$ cat config.mk
export PLATFORM = sky130hd
export DESIGN_NAME = mem_bus_arbiter
export DESIGN_NICKNAME = d
export VERILOG_FILES = /design/src/rtl/mem_bus_arbiter_pkg.sv /design/src/rtl/mem_bus_arbiter.sv
export SDC_FILE = /design/constraint.sdc
export NUM_CORES = 1
export LEC_CHECK = 0
export CORE_AREA = 2 2 122 124
export CTS_CLUSTER_DIAMETER = 30
export CTS_CLUSTER_SIZE = 16
export DETAILED_ROUTE_END_ITERATION = 10
export DIE_AREA = 0 0 124 126
export PLACE_DENSITY = 0.7
export SYNTH_ARGS = -nofsm -noshare
export SYNTH_HDL_FRONTEND = slang
export SYNTH_SLANG_ARGS = --single-unit
$ cat constraint.sdc
create_clock -name clk -period 1.7 [get_ports clk]
set_input_delay 0.17 -clock clk [delete_from_list [all_inputs] [get_ports clk]]
set_output_delay 0.17 -clock clk [all_outputs]
set_load 0.01 [all_outputs]
$ cat src/rtl/mem_bus_arbiter_pkg.sv
// mem_bus_arbiter_pkg: FSM state encodings and master IDs shared by the memory bus arbiter
package mem_bus_arbiter_pkg;

    typedef enum logic [2:0] {
        ARB_IDLE  = 3'b001,
        ARB_ISSUE = 3'b010,
        ARB_RESP  = 3'b100
    } arb_state_t;

    localparam logic MASTER_CPU = 1'b0;
    localparam logic MASTER_DMA = 1'b1;

endpackage

$ cat src/rtl/mem_bus_arbiter.sv
// mem_bus_arbiter: round-robin CPU/DMA arbiter in front of a single synchronous-read memory port
module mem_bus_arbiter
    import mem_bus_arbiter_pkg::*;
#(
    parameter int ADDR_W = 32,
    parameter int DATA_W = 32
) (
    input  logic                clk,
    input  logic                reset,
    input  logic                cpu_req,
    input  logic                cpu_we,
    input  logic [ADDR_W-1:0]   cpu_addr,
    input  logic [DATA_W-1:0]   cpu_wdata,
    input  logic [DATA_W/8-1:0] cpu_be,
    output logic                cpu_gnt,
    output logic                cpu_rvalid,
    output logic [DATA_W-1:0]   cpu_rdata,
    input  logic                dma_req,
    input  logic                dma_we,
    input  logic [ADDR_W-1:0]   dma_addr,
    input  logic [DATA_W-1:0]   dma_wdata,
    input  logic [DATA_W/8-1:0] dma_be,
    output logic                dma_gnt,
    output logic                dma_rvalid,
    output logic [DATA_W-1:0]   dma_rdata,
    output logic                mem_en,
    output logic                mem_we,
    output logic [ADDR_W-1:0]   mem_addr,
    output logic [DATA_W-1:0]   mem_wdata,
    output logic [DATA_W/8-1:0] mem_be,
    input  logic [DATA_W-1:0]   mem_rdata
);

    arb_state_t          state;
    logic                owner;
    logic                last_owner;
    logic                any_req;
    logic                win;
    logic                sel_we;
    logic [ADDR_W-1:0]   sel_addr;
    logic [DATA_W-1:0]   sel_wdata;
    logic [DATA_W/8-1:0] sel_be;

    // On a tie the master that did not own the last access wins
    always_comb begin
        any_req   = cpu_req | dma_req;
        win       = (cpu_req && dma_req) ? ~last_owner : (dma_req ? MASTER_DMA : MASTER_CPU);
        sel_we    = (win == MASTER_DMA) ? dma_we    : cpu_we;
        sel_addr  = (win == MASTER_DMA) ? dma_addr  : cpu_addr;
        sel_wdata = (win == MASTER_DMA) ? dma_wdata : cpu_wdata;
        sel_be    = (win == MASTER_DMA) ? dma_be    : cpu_be;
    end

    assign cpu_rdata = mem_rdata;
    assign dma_rdata = mem_rdata;

    always_ff @(posedge clk or negedge reset) begin
        if (!reset) begin
            state      <= ARB_IDLE;
            owner      <= MASTER_CPU;
            last_owner <= MASTER_DMA;
            mem_en     <= 1'b0;
            mem_we     <= 1'b0;
            mem_addr   <= '0;
            mem_wdata  <= '0;
            mem_be     <= '0;
            cpu_gnt    <= 1'b0;
            dma_gnt    <= 1'b0;
            cpu_rvalid <= 1'b0;
            dma_rvalid <= 1'b0;
        end else begin
            cpu_gnt    <= 1'b0;
            dma_gnt    <= 1'b0;
            cpu_rvalid <= 1'b0;
            dma_rvalid <= 1'b0;
            if (state == ARB_ISSUE) begin
                // mem_we is dropped with mem_en; its old value decides whether RESP returns data
                mem_en     <= 1'b0;
                mem_we     <= 1'b0;
                cpu_rvalid <= !mem_we && (owner == MASTER_CPU);
                dma_rvalid <= !mem_we && (owner == MASTER_DMA);
                last_owner <= owner;
                state      <= ARB_RESP;
            end else if (any_req) begin
                mem_en    <= 1'b1;
                mem_we    <= sel_we;
                mem_addr  <= sel_addr;
                mem_wdata <= sel_wdata;
                mem_be    <= sel_be;
                owner     <= win;
                cpu_gnt   <= (win == MASTER_CPU);
                dma_gnt   <= (win == MASTER_DMA);
                state     <= ARB_ISSUE;
            end else begin
                state <= ARB_IDLE;
            end
        end
    end

endmodule

* Word-level counts from Yosys, hierarchy flattened
Cells that the tools add are included.
** Operators by class
- Bitwise gates (word level) :: 5
- Mux-type cells :: 18
- Equal/unequal tests :: 1
- Reduce and logical (&&, ||, !) cells :: 6
** Operators by type and width (number)
- $mux 32 :: 2
- $mux 1 :: 13
- $mux 4 :: 1
- $not 1->1 :: 4
- $eq 3x2->1 const B :: 1
- $logic_and 1x1->1 :: 3
- $mux 3 :: 1
- $mux 2 :: 1
- $reduce_and 2->1 :: 1
- $reduce_bool 2->1 :: 1
- $logic_not 1->1 :: 1
- $or 1x1->1 :: 1
** Word-level totals
- Register bits after elaboration :: 79
- Logic and storage cells :: 42
- Bits of input ports :: 174
- Output and inout port bits :: 138

* Depth between registers and ports, before layout
Gate-level depths: netlist (run 1).
- Word-level depth :: 5
- Gate-level depth with buffers :: 6
- Gate-level depth less buffers :: 3

* Least setup slack after synthesis (run 1)
Ideal clock, no wire load.
- Kind :: register -> register
- Start point :: reg state[2]
- End point :: reg mem_addr[0]
- Arrival time :: 1.315 ns
- Period minus slack after synthesis :: 1.453 ns
- Stages on the path, launching flop included :: 7
- Setup time :: 0.137 ns
- Setup slack :: 0.247 ns
- Cells stage by stage :: dfrtp_1 > or3b_1 > clkbuf_1 > and2_1 > buf_6 > buf_6 > a2bb2oi_1
** Between the ends
- Cells in the longest elaborated chain, start to end :: 3
** RTL lines
- start: declaration :: RTL line mem_bus_arbiter.sv:34 : arb_state_t state;
- start signal: assignment :: RTL line mem_bus_arbiter.sv:59 : state <= ARB_IDLE;
- start signal: assignment :: RTL line mem_bus_arbiter.sv:83 : state <= ARB_RESP;
- start signal: assignment :: RTL line mem_bus_arbiter.sv:93 : state <= ARB_ISSUE;
- $eq 3x2->1 :: RTL line mem_bus_arbiter.sv:76 : if (state == ARB_ISSUE) begin
- $not 1->1 (no source line)
- $reduce_and 2->1 (no source line)
- end signal: assignment :: RTL line mem_bus_arbiter.sv:87 : mem_addr <= sel_addr;
- end: declaration :: RTL line mem_bus_arbiter.sv:28 : output logic [ADDR_W-1:0] mem_addr,
Every way passes these cells.
A chain may end at the register's enable or synchronous reset.

* Worst setup path after layout (run 1)
- Start point :: reg state[2]
- End point :: reg mem_addr[23]
Same word-level chain as after synthesis.

==> metrics, run 1 <==
count leader, synth dfrtp_1; Slowest-stage cell, CP or3b_2; Post-synth top flop dfrtp_1; Power Total 10.5 mW; vias after detailed routing about 3.4k; leakage power ~2.4 nW; crit path kind flip-flop to flip-flop; later-pin clock latency in the skew report about 0.33 ns; CP peak stage delay between 0.5 and 0.6 ns; Hold Fails Final Rpt 0; hold-fix buffers at CTS 1; post-CTS sizing 0; Yosys top cell area share approximately half; CP Launch Type flip-flop; asr flop ratio synth 100%; PortBufs approximately 220; GRT Total Usage between 10% and 20%; Final Worst Setup Slack approximately 0.10 ns; H-tree depth 3; final setup vio count 0; CTS tree built; Syn Inst Count between 300 and 400; routability congestion estimate 0.709; Synth Net Count between 500 and 600; sequential area share after synthesis between 40 and 50%; # clock sinks just under 80; Slew headroom 71.0%; post-layout minimum cycle time approximately 1.6 ns; row cnt 44; boundary pin count about 310; Synth area leader dfrtp_1; HPWL after DPL 10600 um; power density over cell area 1680 nW/um2; clock transition at the registers of the reported paths about 0.06 ns; final worst-path cycle share roughly 94%; WHS 0.340 ns; grt total ovfl 0; Layout Utilization approximately 44%; initial drt markers 203; Area Overhead vs Synth 56.2%; fin nets between 600 and 700; Worst Path Required approximately 1.9 ns; Worst IR Drop VDD around 0.73 mV; Initial Util ~28%; Via density approximately 5.2; crit path cell chain or3b_2 -> and2_2 -> buf_12 -> a2bb2oi_1; Synth cell types 24; clock skew 0.00652 ns; Setup Buffers After CTS 0; clk buf depth 2; Max Clock Freq ~630 MHz; antenna violations before repair 0; post-route ant nets 0; top cells by count, synth dfrtp_1 (77), a2bb2oi_1 (68), o32ai_1 (68); flops & latches, synth 79; RSZ-0062 raised after global routing no; Hold Crit Class input pin to output port; CP max FO 41; Synth area leaders dfrtp_1 (48%), a2bb2oi_1 (15%), o32ai_1 (15%); Worst Path Buf+Inv 1; Mapped Area approximately 4000 um2; CP top delay family simple AND/OR/NAND/NOR gates; Tightest Pin Transition roughly 0.44 ns; Post-synth EDFFs 0; core area roughly 14000 um2; die area 15600 um2; Avg Cell Area, Syn 11.8 um2; largest net degree at the start of global routing 80; pre-CTS setup slack 0.0191 ns; crit end category flip-flop; # DRC 0; drt wl/cell ~21 um; Pins Over Slew Limit 0; die height 126 um; setup tns final 0 ns; Ys Warns 0; Worst Path Arrival 1.79 ns; n_diodes 0; share of layout cells above drive strength 1 8.68%; vias in the first global route around 3.7k; DR pass1 iterations 4; Die Wd approximately 120 um; CTS root buf clkbuf_16; CTS Buf Count 9; Max Cap Viol 0; global-route wire length before repair about 21000 um; Post-Route WL 14000 um; status finished clean
-- flip-flops by register name, summed over array words and instances, names as in the netlist --
register / cells
cpu_gnt: 1
cpu_rvalid: 1
dma_gnt: 1
dma_rvalid: 1
last_owner: 1
mem_addr: 32
mem_be: 4
mem_en: 1
mem_wdata: 32
mem_we: 1
owner: 1
state: 3
-- logic make-up (layout without fill, tap and decap cells) --
logic type,Yosys count,count (layout),share of synthesized area (%)
AO/OA/AOI/OAI,141,141,30.7
buffers and inverters,107,251,17.9
flip-flops,79,79,49.5
AND/OR/NAND/NOR,12,12,1.57
multiplexers,1,1,0.250
-- routing by layer --
metal | GRT usage [%] | wire length (um) | vias up
li1 | - | - | 1553
met4 | 6.08 | 285 | 0
met3 | 3.94 | 1110 | 17
met5 | 0 | 0 | -
met1 | 19.3 | 5030 | 1683
met2 | 32.7 | 7540 | 196
-- metrics by stage --
stage,instance area [um2],instances
3_5_place_dp,5890,651
3_3_place_gp,5890,651
5_1_grt,6240,668
4_1_cts,6240,668
6_report,6240,668
2_1_floorplan,4000,340
-- area by class of cell --
cell class | count | area (um2)
tap | 184 | 230
clock buffer | 12 | 267
clock inverter | 4 | 76.3
fill | 1323 | 8070
sequential | 79 | 1980
multi-input combinational | 154 | 1310
timing repair buffer | 232 | 2370
inverter | 3 | 11.3
-- final timing paths --
path | startpoint | to | slack, ns | depth (start not counted)
worst max register to register | state[2]$_DFF_PN0_ | mem_addr[23]$_DFFE_PN0P_ | 0.10 | 4
min in group asynchronous | reset | mem_addr[5]$_DFFE_PN0P_ | 0.39 | 3
worst min-delay path | mem_rdata[0] | cpu_rdata[0] | 0.34 | 0
max in group asynchronous | reset | last_owner$_DFFE_PN1N_ | 0.92 | 3
worst min register to register | owner$_DFFE_PN0P_ | cpu_rvalid$_DFF_PN0_ | 0.43 | 1
worst max-delay path | state[2]$_DFF_PN0_ | mem_addr[23]$_DFFE_PN0P_ | 0.10 | 4
-- power breakdown --
part           internal (mW)  switching [mW]  leakage [nW]
Clock                   1.41           0.758         0.165
Combinational           2.90            2.10          1.33
Sequential              2.78           0.513         0.879
Total                   7.09            3.37          2.37
-- worst reg2reg max path, cell delays in order (launching register included) --
cell and delay, ns:
dfrtp_1 0.35, or3b_2 0.52, and2_2 0.24, buf_12 0.19, a2bb2oi_1 0.17
-- cells in the final DEF (no fill, tap or decap), types with 2 or more instances in the layout --
cell / instances
clkdlybuf4s50_1: 214
dfrtp_1: 77
o32ai_1: 68
a2bb2oi_1: 68
buf_4: 10
clkbuf_16: 9
buf_12: 7
nor2_1: 4
clkbuf_8: 3
inv_1: 2
nor3_1: 2
o21ai_0: 2
bufinv_16: 2
dfstp_2: 2
(Power assumes the default switching activity.)
==> run 2: changes to the inputs <==
--- a/config.mk
+++ b/config.mk
@@ -5,12 +5,14 @@
 export SDC_FILE = /design/constraint.sdc
 export NUM_CORES = 1
 export LEC_CHECK = 0
-export CORE_AREA = 2 2 122 124
+export CORE_AREA = 2 2 121 123
+export CTS_BUF_LIST = sky130_fd_sc_hd__clkbuf_4
 export CTS_CLUSTER_DIAMETER = 30
 export CTS_CLUSTER_SIZE = 16
 export DETAILED_ROUTE_END_ITERATION = 10
-export DIE_AREA = 0 0 124 126
-export PLACE_DENSITY = 0.7
+export DIE_AREA = 0 0 123 125
+export DONT_BUFFER_PORTS = 1
+export PLACE_DENSITY = 0.43
 export SYNTH_ARGS = -nofsm -noshare
 export SYNTH_HDL_FRONTEND = slang
 export SYNTH_SLANG_ARGS = --single-unit
==> constraint.sdc (replaced) <==
create_clock -name clk -period 2 [get_ports clk]
set_input_delay 0.2 -clock clk [delete_from_list [all_inputs] [get_ports clk]]
set_output_delay 0.2 -clock clk [all_outputs]
set_load 0.01 [all_outputs]
==> metrics, run 2 <==
asr flop ratio synth 100% (unchanged); Synth area leader dfrtp_1; Avg Cell Area, Syn 11.8 um2 (unchanged); Die Wd 123 um (-0.81%); Mapped Area 4000 um2 (unchanged); top cells by count, synth dfrtp_1 (77), a2bb2oi_1 (68), o32ai_1 (68); Syn Inst Count 340 (unchanged); Initial Util 28.1% (+0.22 points); routability congestion estimate 0.733 (+3.4%); HPWL after DPL 8510 um (-20%); Ys Warns 0 (unchanged); Post-synth EDFFs 0 (unchanged); CTS root buf clkbuf_4; Synth cell types 24 (unchanged); status aborted with a tool error; count leader, synth dfrtp_1; Synth area leaders dfrtp_1 (48%), a2bb2oi_1 (15%), o32ai_1 (15%); Setup Buffers After CTS 0 (unchanged); H-tree depth 3 (unchanged); Stopped at 4_1_cts; boundary pin count 312 (unchanged); die height 125 um (-0.79%); row cnt 44 (unchanged); hold-fix buffers at CTS 101 (+100); Yosys top cell area share 48.2% (unchanged); sequential area share after synthesis 49.5% (unchanged); pre-CTS setup slack -0.0754 ns (-0.0946 ns); post-CTS sizing 0 (unchanged); PortBufs 0 (-100%); clk buf depth 2 (unchanged); Log Error [ERROR RSZ-0060] Max buffer count reached.; Synth Net Count 514 (unchanged); flops & latches, synth 79 (unchanged); # clock sinks 79 (unchanged); CTS Buf Count 9 (unchanged); Post-synth top flop dfrtp_1
-- run 2: cell counts after synthesis --
No cell type changed its count.
-- run 2: cell families after synthesis --
group / after synthesis / synth area share [%]
compound gates: 141 / 30.7
mux: 1 / 0.250
flops: 79 / 49.5
simple gates: 12 / 1.57
buf+inv: 107 / 17.9
-- run 2: per-stage QoR --
stage | instance area (um2) | cells
global placement | 3640 | 429
floorplan | 4000 | 340
detailed placement | 3640 | 429
==> run 3: changes to the inputs <==
==> config.mk (replaced) <==
export PLATFORM = sky130hd
export DESIGN_NAME = mem_bus_arbiter
export DESIGN_NICKNAME = d
export VERILOG_FILES = /design/src/rtl/mem_bus_arbiter_pkg.sv /design/src/rtl/mem_bus_arbiter.sv
export SDC_FILE = /design/constraint.sdc
export NUM_CORES = 1
export LEC_CHECK = 0
export CORE_AREA = 2 2 119 121
export DETAILED_ROUTE_END_ITERATION = 10
export DIE_AREA = 0 0 121 123
export DONT_BUFFER_PORTS = 1
export PLACE_DENSITY_LB_ADDON = 0.15
export SYNTH_ARGS = -nofsm -noshare
export SYNTH_HDL_FRONTEND = slang
export SYNTH_SLANG_ARGS = --single-unit
==> metrics, run 3 (synthesized netlist as in run 1, its figures left out) <==
PortBufs 0 (unchanged); boundary pin count 312 (unchanged); pre-CTS setup slack 0.0112 ns (+0.0866 ns); Hold Fails Final Rpt 79; DR pass1 iterations 4; post-layout minimum cycle time roughly 1.7 ns; Area Overhead vs Synth -1.22%; global-route wire length before repair roughly 17000 um; Critical Path Stages 4; Worst Path Arrival slightly below 2 ns; vias in the first global route roughly 2.7k; CP max FO 26; crit end category flip-flop; n_diodes 0; status finished, violations left; Top Registers mem_addr: 32 flops, mem_wdata: 32 flops, mem_be: 4 flops; CTS root buf clkbuf_16; antenna violations before repair 0; Slew headroom roughly 33%; core area roughly 14000 um2; initial drt markers 155; final setup vio count 0; CP top delay family simple AND/OR/NAND/NOR gates; clock transition at the registers of the reported paths roughly 0.060 ns; H-tree depth 3 (unchanged); # DRC 0; post-route ant nets 0; Pins Over Slew Limit 0; CTS Buf Count 9 (unchanged); Max Clock Freq around 580 MHz; FF-to-FF path depth 4; fin nets 430; Die Wd 121 um (-1.6%); Tightest Pin Transition roughly 1 ns; crit path cell chain nor2b_4 -> buf_4 -> o32ai_1 -> a2bb2oi_1; RSZ-0062 raised after global routing no; Final Worst Setup Slack 0.283 ns; CP Launch Type flip-flop; HPWL after DPL 8340 um (-2.0%); setup tns final 0 ns; Initial Util 29.4% (+1.2 points); clock skew 0.00715 ns; largest net degree at the start of global routing 80; Worst IR Drop VDD between 0.6 and 0.7 mV; Post-DP Area 3610 um2 (-0.69%); Via density 5.94; most frequent cells in the layout dfrtp_1 (77), o32ai_1 (68), a2bb2oi_1 (68); post-CTS sizing 0 (unchanged); grt total ovfl 0; clk buf depth 2 (unchanged); vias after detailed routing 2618; CTS tree built; final instance area 3950 um2; Hold Crit Class input pin to async pin; commonest non-fill, non-tap cell in the layout dfrtp_1; CP peak stage delay about 0.50 ns; Post-Route WL approximately 12000 um; # clock sinks 79 (unchanged); later-pin clock latency in the skew report 0.34 ns; Slowest-stage cell, CP nor2b_4; power density over cell area between 1500 and 2000 nW/um2; drt wl/cell roughly 28 um; Layout Utilization 29.0%; WHS -0.445 ns; Max Cap Viol 0; final worst-path cycle share a little under nine tenths; GRT Total Usage 15.3%; die area 14900 um2; row cnt 43 (-2.3%); Worst Path Required ~2.3 ns; routability congestion estimate 0.687 (-6.3%); die height 123 um (-1.6%); share of layout cells above drive strength 1 12.6%; failing checks negative hold slack; Worst Path Buf+Inv 1; leakage power roughly 1.5 nW; crit path kind flip-flop to flip-flop
[run 3: where the power goes]
group,total [mW],internal [mW],switching [mW]
Combinational,2.01,1.00,1.01
Sequential,3.31,2.36,0.948
Clock,1.78,1.13,0.649
Total,7.10,4.49,2.61
[run 3: metal layers]
metal,vias up,routed length (um),share of wire (%),GRT usage [%]
li1,1112,-,-,-
met1,1305,4490,37,17.4
met2,179,6130,50,25.0
met3,22,1280,10,6.46
met4,0,295,2.4,6.61
met5,-,0,0,0
[run 3: path summary, 6_finish.rpt]
path / from / slack (ns) / end
max in group asynchronous: reset / 2.25 / state[0]$_DFF_PN1_
max: last_owner$_DFFE_PN1N_ / 0.28 / mem_addr[9]$_DFFE_PN0P_
min in group clk: dma_addr[10] / 0.07 / mem_addr[10]$_DFFE_PN0P_
max reg2reg: last_owner$_DFFE_PN1N_ / 0.28 / mem_addr[9]$_DFFE_PN0P_
min reg2reg: owner$_DFFE_PN0P_ / 0.43 / cpu_rvalid$_DFF_PN0_
min: reset / -0.45 / mem_addr[0]$_DFFE_PN0P_
[run 3: metrics by stage]
step	instances	power, mW
2_1_floorplan	340	4.97
3_3_place_gp	424	5.34
3_5_place_dp	424	5.35
4_1_cts	440	7.21
5_1_grt	441	7.50
6_report	441	7.10
[run 3: area by class of cell]
class                   count  area, um2
clock buffers              11        243
clock inverters             5       82.6
fillers                  1382       9660
inverters                   3       11.3
multi-input cells         155       1320
flip-flops and latches     79       1980
well taps                 180        225
repair buffers              8       85.1
[run 3: timing repair]
item | CTS | global route
buffers inserted | 0 | 0
setup endpoints to repair | 0 | 26
endpoints found under the hold margin | 79 | 79
